--- src/rtl/noise_loader_pkg.sv ---
// noise_loader_pkg: shared state encoding, error bit positions and default sizes
// for the noise CDF table loader.
package noise_loader_pkg;
    typedef enum logic [2:0] {IDLE, READ, DRAIN, WAIT_ACK, RUN, ERR} ldr_state_t;
    localparam int ERR_TIMEOUT = 0;
    localparam int ERR_MONO = 1;
    localparam int DEF_TABLE_DEPTH = 128;
    localparam int DEF_DATA_W = 64;
endpackage

--- src/rtl/noise_rd_pipe.sv ---
// noise_rd_pipe: RD_LAT-deep valid/index shift register that lines up each table
// RAM read with the data returning RD_LAT cycles later.
//   clk, rst     clock, synchronous active-high reset
//   flush        drop every read in flight (including the one entering this cycle)
//   rd_valid     read strobe issued this cycle
//   rd_idx       entry index of that read
//   beat_valid   tbl_rd_data currently holds the data of a tracked read
//   beat_idx     entry index belonging to that data
//   busy         any read still in flight
module noise_rd_pipe #(
    parameter int RD_LAT = 1,
    parameter int AW = 7
) (
    input  logic          clk,
    input  logic          rst,
    input  logic          flush,
    input  logic          rd_valid,
    input  logic [AW-1:0] rd_idx,
    output logic          beat_valid,
    output logic [AW-1:0] beat_idx,
    output logic          busy
);
    logic [RD_LAT-1:0] v;
    logic [AW-1:0]     idx [RD_LAT];

    always_ff @(posedge clk) begin
        if (rst || flush) begin
            v <= '0;
        end else begin
            v[0] <= rd_valid;
            for (int i = 1; i < RD_LAT; i++) v[i] <= v[i-1];
        end
        idx[0] <= rd_idx;
        for (int i = 1; i < RD_LAT; i++) idx[i] <= idx[i-1];
    end

    assign beat_valid = v[RD_LAT-1];
    assign beat_idx = idx[RD_LAT-1];
    assign busy = |v;
endmodule

--- src/rtl/noise_table_loader.sv ---
// noise_table_loader: streams TABLE_DEPTH CDF thresholds (plus PAD_BEATS repeats of
// the last one) from the table RAM into the noise generator load port, waits for the
// generator's done, then gates its enable.
//   clk, rst                 clock, synchronous active-high reset
//   start                    (re)load pulse, honoured in IDLE, RUN and ERR
//   run_req                  user wants samples while RUN
//   tbl_rd_en/addr/data      table RAM read port, data valid RD_LAT cycles after en
//   noise_load_mem/location/mem_data  load beats to the generator
//   noise_done               generator done_wait
//   noise_en                 generator enable (RUN only)
//   busy, ready              READ/DRAIN/WAIT_ACK, RUN
//   err                      sticky [0] ack timeout, [1] non-monotonic CDF
// Optional: NOISE_LOADER_MONO_CHECK_EN enables the CDF monotonicity check.
module noise_table_loader import noise_loader_pkg::*; #(
    parameter int TABLE_DEPTH = DEF_TABLE_DEPTH,
    parameter int DATA_W = DEF_DATA_W,
    parameter int RD_LAT = 1,
    parameter int PAD_BEATS = 2,
    parameter int TIMEOUT_CYC = 255
) (
    input  logic                           clk,
    input  logic                           rst,
    input  logic                           start,
    input  logic                           run_req,
    output logic                           tbl_rd_en,
    output logic [$clog2(TABLE_DEPTH)-1:0] tbl_rd_addr,
    input  logic [DATA_W-1:0]              tbl_rd_data,
    output logic                           noise_load_mem,
    output logic [7:0]                     noise_location,
    output logic [DATA_W-1:0]              noise_mem_data,
    input  logic                           noise_done,
    output logic                           noise_en,
    output logic                           busy,
    output logic                           ready,
    output logic [1:0]                     err
);
    localparam int AW = $clog2(TABLE_DEPTH);
    localparam int TOTAL = TABLE_DEPTH + PAD_BEATS;
    localparam int CW = $clog2(TOTAL + 1);
    localparam int TW = $clog2(TIMEOUT_CYC + 1);

    ldr_state_t    state;
    logic [CW-1:0] rd_cnt;
    logic [TW-1:0] wait_cnt;
    logic          beat_valid;
    logic [AW-1:0] beat_idx;
    logic          pipe_busy;
    logic          mono_fail;

`ifdef NOISE_LOADER_MONO_CHECK_EN
    // The output registers hold the previous beat; a held location of TABLE_DEPTH-1
    // means the incoming beat is a pad, which is not checked.
    assign mono_fail = beat_valid && beat_idx != '0 && noise_location != 8'(TABLE_DEPTH - 1)
                       && tbl_rd_data < noise_mem_data;
`else
    assign mono_fail = 1'b0;
`endif

    noise_rd_pipe #(.RD_LAT(RD_LAT), .AW(AW)) u_pipe (
        .clk        (clk),
        .rst        (rst),
        .flush      (mono_fail),
        .rd_valid   (tbl_rd_en),
        .rd_idx     (tbl_rd_addr),
        .beat_valid (beat_valid),
        .beat_idx   (beat_idx),
        .busy       (pipe_busy)
    );

    assign busy = state == READ || state == DRAIN || state == WAIT_ACK;
    assign ready = state == RUN;

    always_ff @(posedge clk) begin
        if (rst) begin
            state <= IDLE;
            rd_cnt <= '0;
            wait_cnt <= '0;
            tbl_rd_en <= 1'b0;
            tbl_rd_addr <= '0;
            noise_load_mem <= 1'b0;
            noise_location <= '0;
            noise_mem_data <= '0;
            noise_en <= 1'b0;
            err <= '0;
        end else begin
            noise_load_mem <= beat_valid;
            if (beat_valid) begin
                noise_location <= 8'(beat_idx);
                noise_mem_data <= tbl_rd_data;
            end
            noise_en <= state == RUN && run_req && !start;
            case (state)
                IDLE, RUN, ERR: begin
                    if (start) begin
                        state <= READ;
                        tbl_rd_en <= 1'b1;
                        tbl_rd_addr <= '0;
                        rd_cnt <= CW'(1);
                        err <= '0;
                    end
                end
                READ: begin
                    // rd_cnt counts reads already issued; past the table it keeps
                    // re-reading the last entry to produce the pad beats.
                    if (rd_cnt == CW'(TOTAL)) begin
                        tbl_rd_en <= 1'b0;
                        state <= DRAIN;
                    end else begin
                        tbl_rd_addr <= rd_cnt >= CW'(TABLE_DEPTH) ? AW'(TABLE_DEPTH - 1) : AW'(rd_cnt);
                        rd_cnt <= rd_cnt + CW'(1);
                    end
                end
                DRAIN: begin
                    if (!pipe_busy) begin
                        state <= WAIT_ACK;
                        wait_cnt <= '0;
                    end
                end
                WAIT_ACK: begin
                    if (noise_done) begin
                        state <= RUN;
                    end else if (wait_cnt == TW'(TIMEOUT_CYC - 1)) begin
                        state <= ERR;
                        err[ERR_TIMEOUT] <= 1'b1;
                    end else begin
                        wait_cnt <= wait_cnt + TW'(1);
                    end
                end
                default: state <= IDLE;
            endcase
            // Abort: stop reading, in-flight reads are flushed in the pipe.
            if (mono_fail) begin
                state <= ERR;
                tbl_rd_en <= 1'b0;
                err[ERR_MONO] <= 1'b1;
            end
        end
    end
endmodule

--- config.mk ---
export PLATFORM = sky130hd
export DESIGN_NAME = noise_table_loader
export DESIGN_NICKNAME = d
export VERILOG_FILES = /design/src/rtl/noise_loader_pkg.sv /design/src/rtl/noise_rd_pipe.sv /design/src/rtl/noise_table_loader.sv
export SDC_FILE = /design/constraint.sdc
export NUM_CORES = 1
export LEC_CHECK = 0
export CAP_MARGIN = 20
export CELL_PAD_IN_SITES_DETAIL_PLACEMENT = 0
export CELL_PAD_IN_SITES_GLOBAL_PLACEMENT = 2
export CORE_ASPECT_RATIO = 0.75
export CORE_MARGIN = 2
export CORE_UTILIZATION = 24
export CTS_BUF_LIST = sky130_fd_sc_hd__clkbuf_8
export DETAILED_ROUTE_END_ITERATION = 8
export PLACE_DENSITY = 0.86
export SETUP_SLACK_MARGIN = 0.1
export SLEW_MARGIN = 40
export SYNTH_ARGS = -nofsm -noshare
export SYNTH_HDL_FRONTEND = slang
export SYNTH_SLANG_ARGS = --single-unit
export TNS_END_PERCENT = 30
--- constraint.sdc ---
create_clock -name clk -period 1.6 [get_ports clk]
set_input_delay 0.32 -clock clk [delete_from_list [all_inputs] [get_ports clk]]
set_output_delay 0.32 -clock clk [all_outputs]
set_load 0.01 [all_outputs]
### Yosys cells after proc, flatten, opt, wreduce, memory -nomap -nowiden

Memory sizes are Yosys's and may differ from the RTL's. A register that Yosys moved wholly into a read port is not among the register bits.
Cells that the tools add are included.

* bits in registers: 95
* logic and storage cells: 68
* RAM bits: 7
* input port bits: 69
* memories kept: 1

* add/sub/neg operators: 2
* reduce and logical (&&, ||, !) cells: 15
* $lt $le $gt $ge: 1
* equal/unequal tests: 15
* multiplexer cells: 24

Memory list
* u_pipe.idx: words 1, width 7, rd ports 1, clocked after memory_dff 1, wr ports 1, RTL line noise_rd_pipe.sv:24 `logic [AW-1:0] idx [RD_LAT];`

Operators by type and width (number)
* 8-bit 2-to-1 mux: 5
* 8-bit case mux with 2 select lines: 2
* 7-bit 2-to-1 mux: 3
* 8-bit by 1-bit adder with 8-bit output, second input constant: 2
* 8-bit equality test, second input constant: 2
* 3-bit 2-to-1 mux: 5
* 7-bit case mux with 2 select lines: 1
* 3-bit case mux with 4 select lines: 1
* 4-bit AND reduction: 3
* 2-bit != test, second input constant: 5
* 8-bit >= comparator, second input constant: 1
* 3-bit by 2-bit equality test with 1-bit output, second input constant: 2
* 3-bit equality test, second input constant: 2
* 3-bit AND reduction: 2
* 2-bit nonzero test: 3
* 1-bit 2-to-1 mux: 5
* 2-bit by 1-bit != test with 1-bit output, second input constant: 2
* 1-bit case mux with 2 select lines: 2
* 3-bit by 1-bit equality test with 1-bit output, second input constant: 1
* 3-bit logical NOT: 1
* 3-bit by 2-bit != test with 1-bit output, second input constant: 1
* 3-bit OR reduction: 1
* 1-bit logical AND: 2
* 1-bit logical OR: 2
* 1-bit logical NOT: 1

### Depth between registers and ports, before layout

Gate-level depths: netlist of run 1.

* word-level depth: 4
* gate-level depth with buffers: 8

### Modules after synthesis

A second synthesis of run 1 with hierarchy kept.

* cells, all modules: 419
* area, all modules: 4242.8 µm²

Modules (own cells, without submodules)
* noise_table_loader: sequential area each 2021.9 µm², times used 1, area each 4062.6 µm², cells each 409
* noise_rd_pipe: sequential area each 160.2 µm², times used 1, area each 180.2 µm², cells each 10

### Worst setup path before layout of run 1

No wires, ideal clock.

* path kind: register -> register
* start: reg rd_cnt[0]
* end: reg rd_cnt[3]
* setup time: 71 ps
* path buffers: 0
* cell stages (with the launch flop): 8
* setup slack: -72 ps
* data arrival time: 1601 ps
* cell sequence: dfxtp_1 > inv_1 > ha_1 > nor4b_1 > nand3_1 > o21ai_2 > or3_1 > a21oi_1

* longest elaborated chain between the ends: 3

Ends and longest elaborated chain
* start, declared: RTL line noise_table_loader.sv:43 `logic [CW-1:0] rd_cnt;`
* start signal, assigned: RTL line noise_table_loader.sv:110 `rd_cnt <= rd_cnt + CW'(1);`
* 8-bit by 1-bit adder with 8-bit output / 8-bit equality test (equally long branches): RTL line noise_table_loader.sv:110, noise_table_loader.sv:105
* 8-bit 2-to-1 mux / 2-bit != test (equally long branches)
* 8-bit case mux with 2 select lines / 3-bit AND reduction (equally long branches)

Several ways; a longest one is shown, not always the timed one. The select of a mux whose other input is x is not followed.
A chain may end at the register's enable or synchronous reset.

### Worst setup path after layout of run 1

* start: reg rd_cnt[0]
* end: reg tbl_rd_addr[2]

* longest elaborated chain between the ends: 4

Ends and longest elaborated chain
* 8-bit >= comparator: RTL line noise_table_loader.sv:109 `tbl_rd_addr <= rd_cnt >= CW'(TABLE_DEPTH) ? AW'(TABLE_DEPTH - 1) : AW'(rd_cnt);`
* 7-bit 2-to-1 mux: RTL line noise_table_loader.sv:109
* 7-bit 2-to-1 mux: RTL line noise_table_loader.sv:105 `if (rd_cnt == CW'(TOTAL)) begin`
* 7-bit case mux with 2 select lines: RTL line noise_table_loader.sv:92 `case (state)`
* end signal, assigned: RTL line noise_table_loader.sv:109
* end, declared: RTL line noise_table_loader.sv:26 `output logic [$clog2(TABLE_DEPTH)-1:0] tbl_rd_addr,`

Several ways; a longest one is shown, not always the timed one. The select of a mux whose other input is x is not followed.

==> results of run 1 <==
==> sequential cells by signal, summed over array words and instances, names as in the netlist <==
| signal | cells |
|---|---|
| noise_mem_data | 64 |
| rd_cnt | 8 |
| wait_cnt | 8 |
| noise_location | 7 |
| tbl_rd_addr | 7 |
| u_pipe.idx | 7 |
| state | 3 |
| err | 1 |
| noise_en | 1 |
| noise_load_mem | 1 |
| tbl_rd_en | 1 |
| u_pipe.beat_valid | 1 |
==> critical path, cell delays in order (launching register included) <==
cell      delay (ps)
dfxtp_2          330
inv_2             70
ha_4             130
nor4b_4          250
nand3_4          200
o21a_4           280
o211ai_1         130
a21oi_2           90
==> per-stage QoR <==
| stage | TNS, ps | total power [mW] | cells | utilization | worst slack [ps] |
|---|---|---|---|---|---|
| CTS | -1.22 | 5.70 | 815 | 0.383 | -1.22 |
| floorplan | 0 | 3.36 | 420 | - | 71.8 |
| finish | 0 | 5.59 | 815 | 0.387 | 8.60 |
| global route | -592 | 5.90 | 815 | 0.387 | -61.0 |
| global placement | -4650 | 3.85 | 795 | 0.364 | -409 |
| detailed placement | -5610 | 3.87 | 795 | 0.364 | -425 |
==> final timing paths <==
check,cells after the start,from,to
setup / recovery,7,rd_cnt[0],tbl_rd_addr[2]
hold reg to reg,0,tbl_rd_addr[5],u_pipe.idx[0][5]
setup reg to reg,7,rd_cnt[0],tbl_rd_addr[2]
hold / removal,0,tbl_rd_addr[5],u_pipe.idx[0][5]
==> cell families (layout without fill, tap and decap cells) <==
family | after synthesis | in the layout | synth area share
fa+ha+maj | 5 | 5 | 0.0152
buf+inv | 33 | 213 | 0.0361
compound gates | 51 | 51 | 0.0771
other cells | 1 | 2 | 0.000909
mux | 72 | 72 | 0.175
xor+xnor | 5 | 5 | 0.0106
simple gates | 143 | 143 | 0.156
flops | 109 | 109 | 0.529
==> cell usage after synthesis (2+ instances only) <==
cell | n | share of area
nand4b_1 | 2 | 0.0042
dfxtp_1 | 109 | 0.53
o211ai_1 | 7 | 0.013
mux2i_1 | 72 | 0.17
nor3_1 | 3 | 0.0036
nand2b_4 | 2 | 0.0067
nor2_1 | 94 | 0.086
inv_1 | 7 | 0.0064
nand4_1 | 3 | 0.0046
buf_4 | 3 | 0.0055
buf_2 | 10 | 0.012
o21ai_0 | 13 | 0.016
xor2_1 | 4 | 0.0085
or2_1 | 2 | 0.0030
a21oi_1 | 18 | 0.022
or3_1 | 2 | 0.0030
a211oi_1 | 3 | 0.0055
and2_1 | 2 | 0.0030
nand2_1 | 18 | 0.016
nand3_1 | 7 | 0.0085
ha_1 | 5 | 0.015
clkbuf_1 | 11 | 0.010
nor2b_1 | 2 | 0.0030
a32o_1 | 2 | 0.0049
==> per-layer routing <==
layer | track usage | wire [um] | part of all wire | vias to the layer above
met3 | 0.0482 | 799 | 0.072 | 16
met1 | 0.156 | 5150 | 0.46 | 1658
li1 | - | - | - | 1774
met4 | 0.0304 | 154 | 0.014 | 0
met5 | 0 | 0 | 0 | -
met2 | 0.196 | 5010 | 0.45 | 108
==> cell type report <==
class | instances | area, sq um
fill | 1686 | 10300
clock inverter | 4 | 73.8
timing repair buffer | 192 | 1780
multi-input combinational | 278 | 2020
sequential | 109 | 2210
clock buffer | 10 | 138
tap | 215 | 269
inverter | 7 | 28.8
==> power by group <==
group	leakage, nW	switching (mW)	internal, mW
registers	0.891	0.0609	2.82
clock network	0.108	0.911	0.908
logic	1.78	0.402	0.489
==> what timing repair did <==
| item | CTS | global route |
|---|---|---|
| setup buffers | 6 | 1 |
| gates resized for setup | 140 | 20 |
| setup endpoints to repair | 111 | 30 |
| hold endpoints to repair | 0 | 0 |
| pin swaps | 27 | 15 |
==> metrics, run 1 <==
Fin Hold WS=384 ps; critical path class=register to register; Clock Path Buffers=2; RSZ-0062 raised after global routing=yes; first-pass GRT wire length=17,900 um; Die W=155 um; Max Cap Viol=0; crit path DAT=1850 ps; Placed Area=0.00613 sq mm; CTS sink cnt=109; static leakage=2.78 nW; WL per Instance=13.6 um; post-synthesis cell area=0.00412 sq mm; flops & latches, synth=109; Core Rows=41; ys async rst share=0; EDFF count, synth=0; Die Ht=118 um; Initial Utilization=0.245; Top-Level Pins=155; CTS Hold Bufs=0; Port Buffers=152; DR vias=3,556; core area=0.0168 sq mm; Worst slew margin=0.626; CP endpoint kind=register; crit path max fanout=8; root buffer cell=clkbuf_8; worst path required time=1860 ps; top_reg_cell synth=dfxtp_1; clk_lat worst skew=380 ps; Yosys warning total=0; GP Congestion=0.782; Mapped Cells=419; fmax=0.628 GHz; # DRC=0; post-DP HPWL=7640 um; most frequent cells in the layout=dfxtp_1 (100), nor2_1 (88), dlygate4sd2_1 (82); Area Overhead vs Synth=58.0%; antenna-violating nets left=0; final hold vios=0; CTS H-Tree Depth=3; fin crit share=0.995; Starting DRT DRC Count=153; flop-to-flop setup slack=9 ps; Inserted Clock Buffers=9; # nets final=671; Fin Clk Skew=14.1 ps; Least-Margin Pin Slew=561 ps; total track usage=0.123; ant diodes=0; Initial DRT Pass Iterations=4; share of cells above drive strength 1=0.185; CP Launch Type=register; Final Instance Area=0.00652 sq mm; initial antenna violation count=0; sequential share of the synthesized area=0.529; vias in the first global route=3,562; count of pins over their slew limit=0; Power per Cell Area=857 mW/mm^2; vias per inst=4.36; GRT overflow=0; CTS tree=done; Peak supply drop=0.000330 V; largest net degree at the start of global routing=91; Tmin final=1590 ps; Cell variety after synth=42; Final setup viols=0; die footprint=0.0183 sq mm; Syn Area/Cell=9.84 sq um; final WL=11,100 um; Clock transition at path regs=100 ps; status=completed; most common cell after layout, fill and taps aside=dfxtp_1; worst min-delay path class=register to register
(Power assumes the default switching activity.)
==> inputs of run 2 (changes only) <==
--- a/config.mk
+++ b/config.mk
@@ -12,6 +12,7 @@
 export CORE_MARGIN = 2
 export CORE_UTILIZATION = 24
 export CTS_BUF_LIST = sky130_fd_sc_hd__clkbuf_8
+export CTS_CLUSTER_SIZE = 12
 export DETAILED_ROUTE_END_ITERATION = 8
 export PLACE_DENSITY = 0.86
 export SETUP_SLACK_MARGIN = 0.1
==> constraint.sdc (replaced) <==
create_clock -name clk -period 1.6 [get_ports clk]
set_input_delay 0.24 -clock clk [delete_from_list [all_inputs] [get_ports clk]]
set_output_delay 0.24 -clock clk [all_outputs]
set_load 0.01 [all_outputs]
==> run 2 against run 1 <==
Net effect:
- clock skew decreased by 6.0 ps
- critical endpoint is now wait_cnt[1]
- count of clock-buffer cells in the layout increased by 1
- die area unchanged
- register-to-register slack hardly changed
- maximum frequency up 0.34%
- highest routed layer unchanged
- final area grew 0.63%
==> metrics, run 2 (synthesis results as in run 1) <==
worst path required time=1910 ps (+50 ps); Fillers=1,690 (+0.24%); initial antenna violation count=0 (unchanged); clk_lat worst skew=370 ps (about the same); Fin Clk Skew=8.07 ps (-6.04 ps); Top Registers=noise_mem_data: 64 flops, rd_cnt: 8 flops, wait_cnt: 8 flops; Core Rows=41 (unchanged); GRT met2 Usage=0.204 (+0.00802); vias in the first global route=3,566 (+0.11%); Initial DRT Pass Iterations=4 (unchanged); most common cell after layout, fill and taps aside=dfxtp_1; static leakage=2.80 nW (+0.84%); critical path class=register to register; vias per inst=4.32 (-1.0%); share of cells above drive strength 1=0.190 (+0.00548); CTS tree=done; count of pins over their slew limit=0 (unchanged); Port Buffers=152 (unchanged); DR vias=3,559 (+0.084%); CTS sink cnt=109 (unchanged); # nets final=678 (+1.0%); most used routing layer=met2; CP endpoint kind=register; most frequent cells in the layout=dfxtp_1 (100), nor2_1 (89), dlygate4sd2_1 (82); Initial Utilization=0.245 (unchanged); Inserted Clock Buffers=9 (unchanged); pre-CTS WS=-323 ps (+102 ps); Max Cap Viol=0 (unchanged); total track usage=0.122 (-0.000282); post-route setup slack=13.9 ps (+5.34 ps); multi-input logic area=0.00200 sq mm (-0.87%); core area=0.0168 sq mm (unchanged); Least-Margin Pin Slew=582 ps (+21.1 ps); Tmin final=1590 ps (-5.34 ps); die footprint=0.0183 sq mm (unchanged); final hold vios=0 (unchanged); Layout Cells excl Fill=824 (+1.1%); antenna-violating nets left=0 (unchanged); final WL=11,100 um (-0.50%); GP Congestion=0.760 (-2.8%); Clock Path Buffers=2 (unchanged); ant diodes=0 (unchanged); Clock transition at path regs=100 ps (about the same); post-route core utilization=0.390 (+0.00245); crit path max fanout=7 (-1); setup_tns=0 ps (unchanged); GRT overflow=0 (unchanged); CTS H-Tree Depth=3 (unchanged); root buffer cell=clkbuf_8; Starting DRT DRC Count=245 (+60%); Die Ht=118 um (unchanged); RSZ-0062 raised after global routing=yes; Worst slew margin=0.612 (-0.0141); Power, Total=5.57 mW (-0.32%); Power per Cell Area=849 mW/mm^2 (-0.95%); WL per Instance=13.4 um (-1.6%); first-pass GRT wire length=17,900 um (+0.11%); Final setup viols=0 (unchanged); Top reg by flops=noise_mem_data; met1 Usage GRT=0.152 (-0.00384); Hold Path Depth=4 (+4); CP Launch Type=register; Die W=155 um (unchanged); Largest register FFs=64 (unchanged); worst min-delay path class=input port to register; Reg2Reg Depth=8 (+1); fmax=0.630 GHz (+0.34%); crit path DAT=1900 ps (+50 ps); post-DP HPWL=7520 um (-1.6%); GR Util met3=0.0434 (-0.00479); Peak supply drop=0.000367 V (+11%); Area Overhead vs Synth=59.0%; fin crit share=0.991 (-0.00334); placed cell count=796 (+0.13%); Top-Level Pins=155 (unchanged); largest net degree at the start of global routing=91 (unchanged); status=completed; Sequential Area=0.00220 sq mm (-0.34%); # DRC=0 (unchanged)
-- run 2: worst paths after layout --
check	from	end	slack, ps
worst max-delay path	wait_cnt[0]	wait_cnt[1]	10
worst min-delay path	rst	state[0]	340
worst max register to register	wait_cnt[0]	wait_cnt[1]	10
worst min register to register	tbl_rd_addr[4]	u_pipe.idx[0][4]	380
-- run 2: worst max-delay path, cell delays in order, from the launching register on --
cell and delay (ps):
dfxtp_2 360, inv_2 40, ha_2 160, nand4_1 80
nor2_2 50, or2_4 240, buf_6 140, or3_1 340
a21oi_1 110
-- run 2: per-layer routing --
| metal | share of wire | routed length, um | up-vias |
|---|---|---|---|
| met5 | 0 | 0 | - |
| met4 | 0.012 | 136 | 0 |
| met3 | 0.065 | 723 | 10 |
| met2 | 0.45 | 5010 | 115 |
| met1 | 0.47 | 5180 | 1648 |
| li1 | - | - | 1786 |
-- run 2: through the flow --
| stage | area (sq um) | hold slack, ps |
|---|---|---|
| finish | 6560 | 342 |
| detailed placement | 6130 | 370 |
| CTS | 6440 | 316 |
| floorplan | 4180 | 387 |
| global placement | 6130 | 368 |
| global route | 6560 | 351 |
-- run 2: area by class of cell --
cell class	count	share of cell area
multi-input cells	278	0.305
clock inverters	5	0.00897
repair buffers	199	0.282
well taps	215	0.0410
inverters	7	0.00401
clock buffers	11	0.0231
flip-flops and latches	109	0.335
-- run 2: where the power goes --
part           internal [mW]  leakage, nW  switching, mW  total [mW]
Clock                  0.813        0.107          0.938        1.75
Combinational          0.523         1.80          0.412       0.935
Sequential              2.82        0.890         0.0601        2.88
-- run 2: what timing repair did --
item	in CTS	in global routing
setup buffers	5	7
gates resized for setup	133	13
hold buffers	0	0
pin swaps	22	23
setup endpoints to repair	111	27
